**src/rtl/logic_exec_stage.sv**
```systemverilog
// Registered execute stage for the ALU bitwise path: one result register plus a
// one-entry skid so in_ready is a pure flop output and throughput stays at 1 op/cycle.
module logic_exec_stage #(
    parameter int WIDTH = 32,
    parameter int TAGW  = 5,
    parameter int CNTW  = 16
) (
    input  logic             clock,
    input  logic             reset,
    input  logic             in_valid,
    output logic             in_ready,
    input  logic [2:0]       opcode,
    input  logic [WIDTH-1:0] A,
    input  logic [WIDTH-1:0] B,
    input  logic [TAGW-1:0]  tag_in,
    output logic             out_valid,
    input  logic             out_ready,
    output logic [WIDTH-1:0] res,
    output logic             is_zero,
    output logic             illegal,
    output logic [TAGW-1:0]  tag_out,
    output logic [CNTW-1:0]  op_count,
    input  logic             clr_count
);

    function automatic logic [WIDTH-1:0] logic_op(input logic [2:0] op,
                                                  input logic [WIDTH-1:0] a,
                                                  input logic [WIDTH-1:0] b);
        case (op)
            3'd0:    logic_op = a & b;
            3'd1:    logic_op = a | b;
            3'd2:    logic_op = a ^ b;
            3'd3:    logic_op = ~(a | b);
            3'd4:    logic_op = a & ~b;
            3'd5:    logic_op = a;
            default: logic_op = '0;
        endcase
    endfunction

    logic             out_valid_q, out_valid_d;
    logic             skid_valid_q, skid_valid_d;
    logic [WIDTH-1:0] out_res_q, out_res_d, skid_res_q, skid_res_d;
    logic             out_zero_q, out_zero_d, skid_zero_q, skid_zero_d;
    logic             out_ill_q, out_ill_d, skid_ill_q, skid_ill_d;
    logic [TAGW-1:0]  out_tag_q, out_tag_d, skid_tag_q, skid_tag_d;
    logic [CNTW-1:0]  cnt_q, cnt_d;

    logic             push, pop;
    logic [WIDTH-1:0] new_res;
    logic             new_zero, new_ill;

    assign new_res  = logic_op(opcode, A, B);
    assign new_zero = (new_res == '0);
    assign new_ill  = (opcode > 3'd5);

    assign in_ready = !skid_valid_q;
    assign push     = in_valid && !skid_valid_q;
    assign pop      = out_valid_q && out_ready;

    always_comb begin
        out_valid_d  = out_valid_q;
        skid_valid_d = skid_valid_q;
        out_res_d    = out_res_q;
        out_zero_d   = out_zero_q;
        out_ill_d    = out_ill_q;
        out_tag_d    = out_tag_q;
        skid_res_d   = skid_res_q;
        skid_zero_d  = skid_zero_q;
        skid_ill_d   = skid_ill_q;
        skid_tag_d   = skid_tag_q;
        cnt_d        = cnt_q;

        if (skid_valid_q) begin
            // Skid holds the older op, so it must reach the output before anything new.
            if (pop) begin
                out_res_d    = skid_res_q;
                out_zero_d   = skid_zero_q;
                out_ill_d    = skid_ill_q;
                out_tag_d    = skid_tag_q;
                skid_valid_d = 1'b0;
            end
        end else if (push) begin
            if (!out_valid_q || pop) begin
                out_res_d   = new_res;
                out_zero_d  = new_zero;
                out_ill_d   = new_ill;
                out_tag_d   = tag_in;
                out_valid_d = 1'b1;
            end else begin
                skid_res_d   = new_res;
                skid_zero_d  = new_zero;
                skid_ill_d   = new_ill;
                skid_tag_d   = tag_in;
                skid_valid_d = 1'b1;
            end
        end else if (pop) begin
            out_valid_d = 1'b0;
        end

        if (clr_count) begin
            cnt_d = '0;
        end else if (pop && (cnt_q != '1)) begin
            cnt_d = cnt_q + CNTW'(1);
        end
    end

    always_ff @(posedge clock or posedge reset) begin
        if (reset) begin
            out_valid_q  <= 1'b0;
            skid_valid_q <= 1'b0;
            out_res_q    <= '0;
            out_zero_q   <= 1'b1;
            out_ill_q    <= 1'b0;
            out_tag_q    <= '0;
            skid_res_q   <= '0;
            skid_zero_q  <= 1'b1;
            skid_ill_q   <= 1'b0;
            skid_tag_q   <= '0;
            cnt_q        <= '0;
        end else begin
            out_valid_q  <= out_valid_d;
            skid_valid_q <= skid_valid_d;
            out_res_q    <= out_res_d;
            out_zero_q   <= out_zero_d;
            out_ill_q    <= out_ill_d;
            out_tag_q    <= out_tag_d;
            skid_res_q   <= skid_res_d;
            skid_zero_q  <= skid_zero_d;
            skid_ill_q   <= skid_ill_d;
            skid_tag_q   <= skid_tag_d;
            cnt_q        <= cnt_d;
        end
    end

    assign out_valid = out_valid_q;
    assign res       = out_res_q;
    assign is_zero   = out_zero_q;
    assign illegal   = out_ill_q;
    assign tag_out   = out_tag_q;
    assign op_count  = cnt_q;

endmodule

```
**config.mk**
```make
export PLATFORM = sky130hd
export DESIGN_NAME = logic_exec_stage
export DESIGN_NICKNAME = d
export VERILOG_FILES = /design/src/rtl/logic_exec_stage.sv
export SDC_FILE = /design/constraint.sdc
export NUM_CORES = 1
export LEC_CHECK = 0
export ABC_AREA = 1
export CORE_MARGIN = 1.5
export CORE_UTILIZATION = 33
export DETAILED_ROUTE_END_ITERATION = 10
export HOLD_SLACK_MARGIN = 0.06
export PLACE_DENSITY = 0.62
export SETUP_SLACK_MARGIN = 0.05
export SLEW_MARGIN = 20
export SYNTH_ARGS = -nofsm -noshare
export SYNTH_HDL_FRONTEND = slang
export SYNTH_SLANG_ARGS = --single-unit
```
**constraint.sdc**
```tcl
create_clock -name clock -period 7.1 [get_ports clock]
set_input_delay 1.065 -clock clock [delete_from_list [all_inputs] [get_ports clock]]
set_output_delay 1.065 -clock clock [all_outputs]
set_load 0.005 [all_outputs]
```
==> flow_summary.toml, run 1 <==
[outcome]
run_status = "completed"

[floorplan]
die_w_um = 145
ios = 134
rows = 51
start_util = 0.339
core-area_mm2 = 0.0196
die_h_um = 145
die-area_mm2 = 0.0210

[power_and_ir_drop]
peakVddDrop_mv = 0.143
p_leak_uw = 0.00382
power.density_mw_per_mm2 = 268
p_switching_uw = 812
combinationalPowerShare = 0.387
intPower_uw = 1420
swShare = 0.364
finalPower_uw = 2230
clkPwrFrac = 0.227
seq_power_share = 0.386

[worst_hold_path]
hold_path.class = "reg -> reg"
worstHoldStart = "skid_zero_q"
hold_depth = 2
hold_end = "skid_zero_q"

[yosys]
syn-cell-area_mm2 = 0.00664
synthAdderAreaFrac = 0.0622
synth_nets = 1071
synth_top_family_by_area = "simple AND/OR/NAND/NOR gates"
async_reset_ff_frac = 1.00
ys_warn_count = 0
synth_edf_count = 0
synthSimpleGateAreaFrac = 0.327
synth_top_area_cell = "dfrtp_1"
syn_avg_cell_area_um2 = 6.91
yosysMostFrequentCell = "nand2_1"
synth_seq_cells = 96
synth.area.top_cells = "dfrtp_1 (35%), nand2_1 (13%), o21ai_0 (6.6%)"
synthFlopType = "dfrtp_1"
synth_xor_xnor_area_share = 0.00396
synthMuxAreaShare = 0
synth-compound-area-share = 0.126
synth_top_area_share = 0.354
yosysSeqAreaShare = 0.362
syn_inst = 961
synthDistinctLibCells = 29
synth_commonest_cells = "nand2_1 (227), inv_1 (107), nor2_1 (100), dfrtp_1 (94), o21ai_0 (87)"

[clock_network]
ctsLongestPathBuffers = 2
cts_tree = "done"
cts_resized = 0
clock_sink_count = 96
post-cts-setup-buffers = 0
clk_pin_slew_ns = 0.06
numCtsBuffers = 9
root_buffer = "clkbuf_16"
cts_hold_buf = 0
clock_latency_ns = 0.34
h-tree-depth = 3

[place]
dp_hpwl_mm = 13.4
place_congestion = 0.888
placement.io_buffers = 133
place_inst = 1303

[worst_setup_path]
max_stage_delay_ns = 0.63
r2r_start = "skid_valid_q"
path_cells = "clkdlybuf4s50_1 > buf_4 > inv_2 > buf_4 > nand2_1 > nand3_1 > a21oi_1 > nor2_1 > nand2_1 > nor2_1 > nand2_1 > nor2_1 > nand2_1 > nand2_1 > nand2_1 > nand2_1"
end_kind = "register"
rr_endpoint = "res[6]"
r2r_cells = 10
timing.reg2reg.setup_slack_ns = 4.14
slowest_stage = "buf_4"
worstSetupPathType = "in -> reg"
crit_arrival_ns = 4.00
critPathLaunchType = "primary input"
cpMostUsedCell = "nand2_1"
path_max_fanout = 76
worst_ep_required_time_ns = 7.38

[global_route]
grt_pass1_wl_mm = 31.1
antenna_found_initial = 0
overflow = 0
gr-usage-all-layers = 0.189
grt_max_degree = 77
grt_pass1_vias = 6035

[routing]
num_vias = 6572
drc = 0
drt-initial-drc-count = 377
first_pass_iters = 4
finalWirelength_mm = 19.2
post_drt_wl_per_cell_um = 14.5
via_per_inst = 4.98
ant_nets = 0

[sta]
max_freq_ghz = 0.269
setup_tns_ns = 0
drv_slew = 0
holdWs_ns = 0.475
tightest_slew_ns = 0.872
period_needed_ns = 3.71
skew_ns = 0.00468
slew-limit-headroom = 0.417
finalHoldViolCount = 0
setup_viol = 0
period_share = 0.523
rsz0062_at_grt = "no"

[cells_and_area]
drive_gt1_frac = 0.0351
syn_to_final_growth_pct = 25.3
fin_util = 0.425
diodes = 0
stdcell_count = 1319
nets = 1159

[run]
maxCapViolCount = 0
[per-stage QoR]
step | setup WS, ns | instance area [µm²]
finish | 3.39 | 8320
global route | 3.03 | 8320
CTS | 3.41 | 8320
detailed placement | 3.04 | 8010
global placement | 3.07 | 8010
floorplan | 3.53 | 6640
[power by group through the flow]
stage          clock network, µW  logic, µW  registers, µW
2_1_floorplan                  0        486            856
3_3_place_gp                   0        867            862
3_5_place_dp                   0        875            868
4_1_cts                      522        876            860
5_1_grt                      537        989            886
6_report                     507        864            860
[registers in the layout (all words and copies together) (netlist names)]
signal	cells
is_zero	1
skid_valid_q	1
skid_ill_q	1
skid_res_q	32
illegal	1
skid_zero_q	1
op_count	16
out_valid	1
skid_tag_q	5
res	32
tag_out	5
[critical path, delay by kind of cell]
family | cells | cell delay, ns
buffers and inverters | 4 | 1.69
AOI/OAI and AO/OA | 1 | 0.06
and+or+nand+nor | 11 | 1.10
[layout make-up]
type | instances | area, µm²
clock inverter | 4 | 52.6
clock buffer | 12 | 256
fill | 2008 | 11300
timing repair buffer | 143 | 1400
tap | 265 | 332
sequential | 96 | 2410
inverter | 110 | 420
multi-input combinational | 689 | 3450
[routing by layer]
| metal | GRT usage | up-vias | wire (µm) |
|---|---|---|---|
| li1 | - | 3349 | - |
| met1 | 0.258 | 2987 | 8830 |
| met2 | 0.295 | 198 | 8600 |
| met3 | 0.0280 | 38 | 1120 |
| met4 | 0.0867 | 0 | 637 |
| met5 | 0 | - | 0 |
[cell usage in the layout, fill, tap and decap left out, drive strengths merged]
master | synthesis | final
nand4 | 69 | 69
nand3b | 14 | 14
clkdlybuf4s50 | 0 | 132
o21ai | 88 | 88
nor3 | 6 | 6
xnor2 | 1 | 1
buf | 40 | 11
o21a | 1 | 1
nand3 | 68 | 68
a31oi | 5 | 5
a21oi | 70 | 70
nor2 | 101 | 101
bufinv | 0 | 1
nand2 | 227 | 227
inv | 110 | 109
nor3b | 1 | 1
dfstp | 2 | 2
clkinv | 0 | 4
nor4 | 2 | 2
o31ai | 1 | 1
clkbuf | 26 | 12
dfrtp | 94 | 94
ha | 33 | 33
xor2 | 2 | 2
[cell families (layout without fill, tap and decap cells)]
family,count (synthesis),after routing
XOR/XNOR,3,3
buffers and inverters,176,269
AO/OA/AOI/OAI,165,165
AND/OR/NAND/NOR,488,488
adder cells (fa/ha/maj),33,33
flip-flops,96,96
[worst max-delay path by stage]
stage	from	endpoint	slack, ns	cells past startpoint
2_1_floorplan	reset	illegal	3.53	1
3_3_place_gp	opcode[2]	is_zero	3.07	16
3_5_place_dp	opcode[2]	is_zero	3.04	16
4_1_cts	opcode[2]	is_zero	3.41	16
5_1_grt	opcode[2]	is_zero	3.03	16
6_report	opcode[2]	is_zero	3.39	16
No activity file was read; power rests on OpenSTA's default activity.
==> run 2: changes to the inputs <==
==> constraint.sdc (replaced) <==
create_clock -name clock -period 3.6 [get_ports clock]
set_input_delay 0.54 -clock clock [delete_from_list [all_inputs] [get_ports clock]]
set_output_delay 0.54 -clock clock [all_outputs]
set_load 0.005 [all_outputs]
==> run 2 against run 1 <==
Non-clock buffer count increased by 5. Combinational power increased by 100%. Critical endpoint unchanged. Flip-flop and latch count unchanged. Core utilization increased by 0.31 points.
==> flow_summary.toml, run 2 (synthesis gave the netlist of run 1 again) <==
[outcome]
run_status = "completed"

[sta]
drv_slew = 0
setup_viol = 0
setup_tns_ns = 0
rsz0062_at_grt = "no"
tightest_slew_ns = 0.838
max_freq_ghz = 0.376
period_share = 0.739
slew-limit-headroom = 0.440
skew_ns = 0.00838
finalHoldViolCount = 0
period_needed_ns = 2.66

[place]
place_inst = 1308
dp_hpwl_mm = 13.6
place_congestion = 0.927
placement.io_buffers = 133

[global_route]
gr-usage-all-layers = 0.186
antenna_found_initial = 0
overflow = 0
grt_max_degree = 103
grt_pass1_vias = 6111
grt_pass1_wl_mm = 30.9

[worst_hold_path]
hold_path.class = "reg -> reg"
hold_end = "skid_zero_q"
hold_depth = 2
worstHoldStart = "skid_zero_q"

[routing]
ant_nets = 0
post_drt_wl_per_cell_um = 14.4
drc = 0
finalWirelength_mm = 19.1
num_vias = 6598
first_pass_iters = 5
via_per_inst = 4.98
drt-initial-drc-count = 459

[worst_setup_path]
worst_ep_required_time_ns = 3.88
critPathLaunchType = "primary input"
worstSetupPathType = "in -> reg"
r2r_start = "op_count[1]"
timing.reg2reg.setup_slack_ns = 1.24
startpoint = "opcode[0]"
end_kind = "register"
crit_arrival_ns = 2.94
rr_endpoint = "op_count[14]"
path_max_fanout = 37
r2r_cells = 12

[power_and_ir_drop]
clkPwrFrac = 0.225
combinationalPowerShare = 0.392
p_switching_uw = 1610
intPower_uw = 2800
peakVddDrop_mv = 0.282
seq_power_share = 0.383
power.density_mw_per_mm2 = 526
p_leak_uw = 0.00385
swShare = 0.365

[floorplan]
rows = 51
ios = 134
die_w_um = 145
start_util = 0.339
die_h_um = 145
core-area_mm2 = 0.0196
die-area_mm2 = 0.0210

[clock_network]
cts_tree = "done"
cts_resized = 0
ctsLongestPathBuffers = 2
post-cts-setup-buffers = 0
clk_pin_slew_ns = 0.07
clock_sink_count = 96
clock_latency_ns = 0.34
numCtsBuffers = 9
h-tree-depth = 3
cts_hold_buf = 0
root_buffer = "clkbuf_16"

[cells_and_area]
mostFrequentLayoutCells = "nand2_1 (227), clkdlybuf4s50_1 (132), inv_1 (104)"
syn_to_final_growth_pct = 26.2
nets = 1164
stdcell_count = 1324
diodes = 0
layout_commonest_cell = "nand2_1"
drive_gt1_frac = 0.0397
fill_cells = 2012

[run]
maxCapViolCount = 0
[run 2: changes by cell type in the layout (fill, tap and decap cells not counted), sizes merged]
cell      delta
inv          +1
clkinv       -1
clkinvlp     +1
buf          +5
clkbuf       -1
[run 2: worst max-delay path, stage by stage]
cell and delay, ns:
clkdlybuf4s50_1 0.46, buf_4 0.21, inv_6 0.25, nor2_2 0.22, nand3b_1 0.15, nand3_1 0.07
nor2_1 0.27, nand2_1 0.10, nor2_1 0.21, nand2_1 0.08, nor2_1 0.13, nand2_1 0.09
nand2_1 0.06, nand2_1 0.05, nand2_1 0.05
[run 2: area by class of cell]
class	count	area (µm²)	share of cell area
clock inverter	5	63.8	0.00762
inverter	110	420	0.0502
clock buffer	11	243	0.0290
multi-input combinational	689	3450	0.412
tap	265	332	0.0396
sequential	96	2410	0.287
timing repair buffer	148	1460	0.175
[run 2: worst max-delay path by stage]
stage,endpoint
3_3_place_gp,is_zero
6_report,is_zero
2_1_floorplan,illegal
5_1_grt,is_zero
3_5_place_dp,is_zero
4_1_cts,is_zero
[run 2: power by group through the flow]
stage	Sequential [µW]	Combinational (µW)	Clock, µW
6_report	1690	1730	992
3_3_place_gp	1700	1730	0
5_1_grt	1750	1960	1070
3_5_place_dp	1710	1740	0
4_1_cts	1690	1750	1020
2_1_floorplan	1690	959	0
[run 2: per-layer routing]
metal / part of all wire / wire length (µm) / up-vias / global-route usage
met1: 0.48 / 9190 / 3038 / 0.263
met4: 0.014 / 272 / 0 / 0.0521
met3: 0.052 / 985 / 19 / 0.0316
met5: 0 / 0 / - / 0
li1: - / - / 3357 / -
met2: 0.45 / 8660 / 184 / 0.292
[run 2: metrics by stage]
| stage | util | area (µm²) | total power, µW | worst slack (ns) | hold slack, ns |
|---|---|---|---|---|---|
| floorplan | - | 6640 | 2650 | 0.558 | 0.442 |
| CTS | 0.428 | 8380 | 4460 | 0.933 | 0.478 |
| finish | 0.428 | 8380 | 4410 | 0.940 | 0.476 |
| global placement | 0.412 | 8070 | 3430 | 0.617 | 0.455 |
| detailed placement | 0.412 | 8070 | 3450 | 0.582 | 0.460 |
| global route | 0.428 | 8380 | 4780 | 0.752 | 0.493 |
==> run 3: changes to the inputs <==
--- a/config.mk
+++ b/config.mk
@@ -10,7 +10,7 @@
 export CORE_UTILIZATION = 33
 export DETAILED_ROUTE_END_ITERATION = 10
 export HOLD_SLACK_MARGIN = 0.06
-export PLACE_DENSITY = 0.62
+export PLACE_DENSITY = 0.64
 export SETUP_SLACK_MARGIN = 0.05
 export SLEW_MARGIN = 20
 export SYNTH_ARGS = -nofsm -noshare
==> constraint.sdc (replaced) <==
create_clock -name clock -period 2.3 [get_ports clock]
set_input_delay 0.345 -clock clock [delete_from_list [all_inputs] [get_ports clock]]
set_output_delay 0.345 -clock clock [all_outputs]
set_load 0.005 [all_outputs]
==> run 3 against run 2 <==
Clock skew rose by 0.0011 ns. First-iteration DRC count rose by 1.1%. Register-to-register slack got worse by 0.91 ns. Highest routed layer unchanged. Combinational power rose by 63%. Largest power group unchanged. Final cell count rose by 3.5%. Worst hold slack got worse by 0.039 ns.
==> flow_summary.toml, run 3 (synthesis gave the netlist of run 1 again) <==
[outcome]
run_status = "completed"

[cells_and_area]
fin_util = 0.451
syn_to_final_growth_pct = 33.1
mostFrequentLayoutCells = "nand2_1 (227), clkdlybuf4s50_1 (132), inv_1 (104)"
layout_commonest_cell = "nand2_1"
diodes = 0
drive_gt1_frac = 0.0796
nets = 1210

[clock_network]
clock_latency_ns = 0.35
numCtsBuffers = 9
ctsLongestPathBuffers = 2
clock_sink_count = 96
clk_pin_slew_ns = 0.07
h-tree-depth = 3
cts_tree = "done"
root_buffer = "clkbuf_16"

[sta]
slew-limit-headroom = 0.553
setup_tns_ns = 0
rsz0062_at_grt = "no"
skew_ns = 0.00946
period_needed_ns = 2.06
tightest_slew_ns = 0.670
drv_slew = 0
finalHoldViolCount = 0
setup_viol = 0
max_freq_ghz = 0.487
period_share = 0.893

[routing]
finalWirelength_mm = 18.9
drc = 0
drt-initial-drc-count = 464
via_per_inst = 4.93
post_drt_wl_per_cell_um = 13.8
first_pass_iters = 5
num_vias = 6753
ant_nets = 0

[power_and_ir_drop]
power.density_mw_per_mm2 = 804
clkPwrFrac = 0.230
p_leak_uw = 0.00410
p_switching_uw = 2490
finalPower_uw = 7100
intPower_uw = 4620
seq_power_share = 0.374
combinationalPowerShare = 0.396
swShare = 0.350
peakVddDrop_mv = 0.374

[floorplan]
die-area_mm2 = 0.0210
core-area_mm2 = 0.0196
ios = 134
die_w_um = 145
start_util = 0.339
die_h_um = 145
rows = 51

[worst_setup_path]
critPathLaunchType = "primary input"
path_max_fanout = 30
r2r_cells = 12
worst_ep_required_time_ns = 2.60
end_kind = "register"
worstSetupPathType = "in -> reg"
crit_arrival_ns = 2.35

[global_route]
antenna_found_initial = 0
gr-usage-all-layers = 0.188
grt_pass1_wl_mm = 31.2
grt_pass1_vias = 6252
grt_max_degree = 75
overflow = 0

[place]
place_congestion = 0.858
dp_hpwl_mm = 13.9
placement.io_buffers = 133

[worst_hold_path]
hold_path.class = "in -> async"

[run]
maxCapViolCount = 0
run 3: cell types whose count changed in the layout (fill, tap and decap cells not counted), sizes merged:
| cell | previous run | this run |
|---|---|---|
| buf | 16 | 62 |
| bufinv | 1 | 2 |
| clkinv | 3 | 2 |
run 3: area by class of cell:
class | instances | area [µm²]
clock buffer | 11 | 233
clock inverter | 5 | 88.8
fill | 1978 | 10800
inverter | 110 | 422
sequential | 96 | 2410
tap | 265 | 332
timing repair buffer | 194 | 1900
multi-input combinational | 689 | 3450
run 3: per-layer routing:
metal,wire length [µm],up-vias,global-route usage
li1,-,3452,-
met1,8960,3091,0.259
met2,8650,189,0.309
met3,961,21,0.0276
met4,297,0,0.0473
met5,0,-,0
run 3: worst max-delay path: stages:
cell             delay, ns
clkdlybuf4s50_1       0.50
buf_4                 0.19
nand3_1               0.12
buf_12                0.20
a21oi_1               0.10
nor2_1                0.24
nand2_1               0.09
nor2_1                0.13
nand2_1               0.08
nor2_1                0.10
nand2_1               0.08
nand2_1               0.06
nand2_1               0.04
nand2_1               0.05
run 3: power by group through the flow:
stage                     Sequential [µW]  Clock (µW)  Combinational [µW]
after floorplan                      2640           0                1500
after global placement               2670           0                2810
after detailed placement             2690           0                2850
after CTS                            2660        1680                2860
after global routing                 2740        1740                3230
final                                2650        1630                2820
run 3: path summary, 6_finish.rpt:
path,to,start,slack (ns)
max,is_zero,opcode[0],0.24
min,res[20],reset,0.44
max reg2reg,op_count[7],op_count[1],0.33
min reg2reg,skid_tag_q[4],skid_tag_q[4],0.47
max in group asynchronous,skid_zero_q,reset,1.56
min in group clock,skid_tag_q[4],skid_tag_q[4],0.47
run 3: what timing repair did:
action	in CTS	in global routing
resized for setup	0	2
setup endpoints to repair	0	9
hold buffers	0	0
setup buffers	0	1
run 3: stage by stage:
step / instance area [µm²] / cells / hold WS, ns / setup WS [ns]
after floorplan: 6640 / 961 / 0.442 / 0.562
after CTS: 8810 / 1369 / 0.450 / 0.209
after detailed placement: 8490 / 1353 / 0.460 / -0.158
after global routing: 8830 / 1370 / 0.477 / 0.0595
final: 8830 / 1370 / 0.437 / 0.245
after global placement: 8490 / 1353 / 0.455 / -0.153
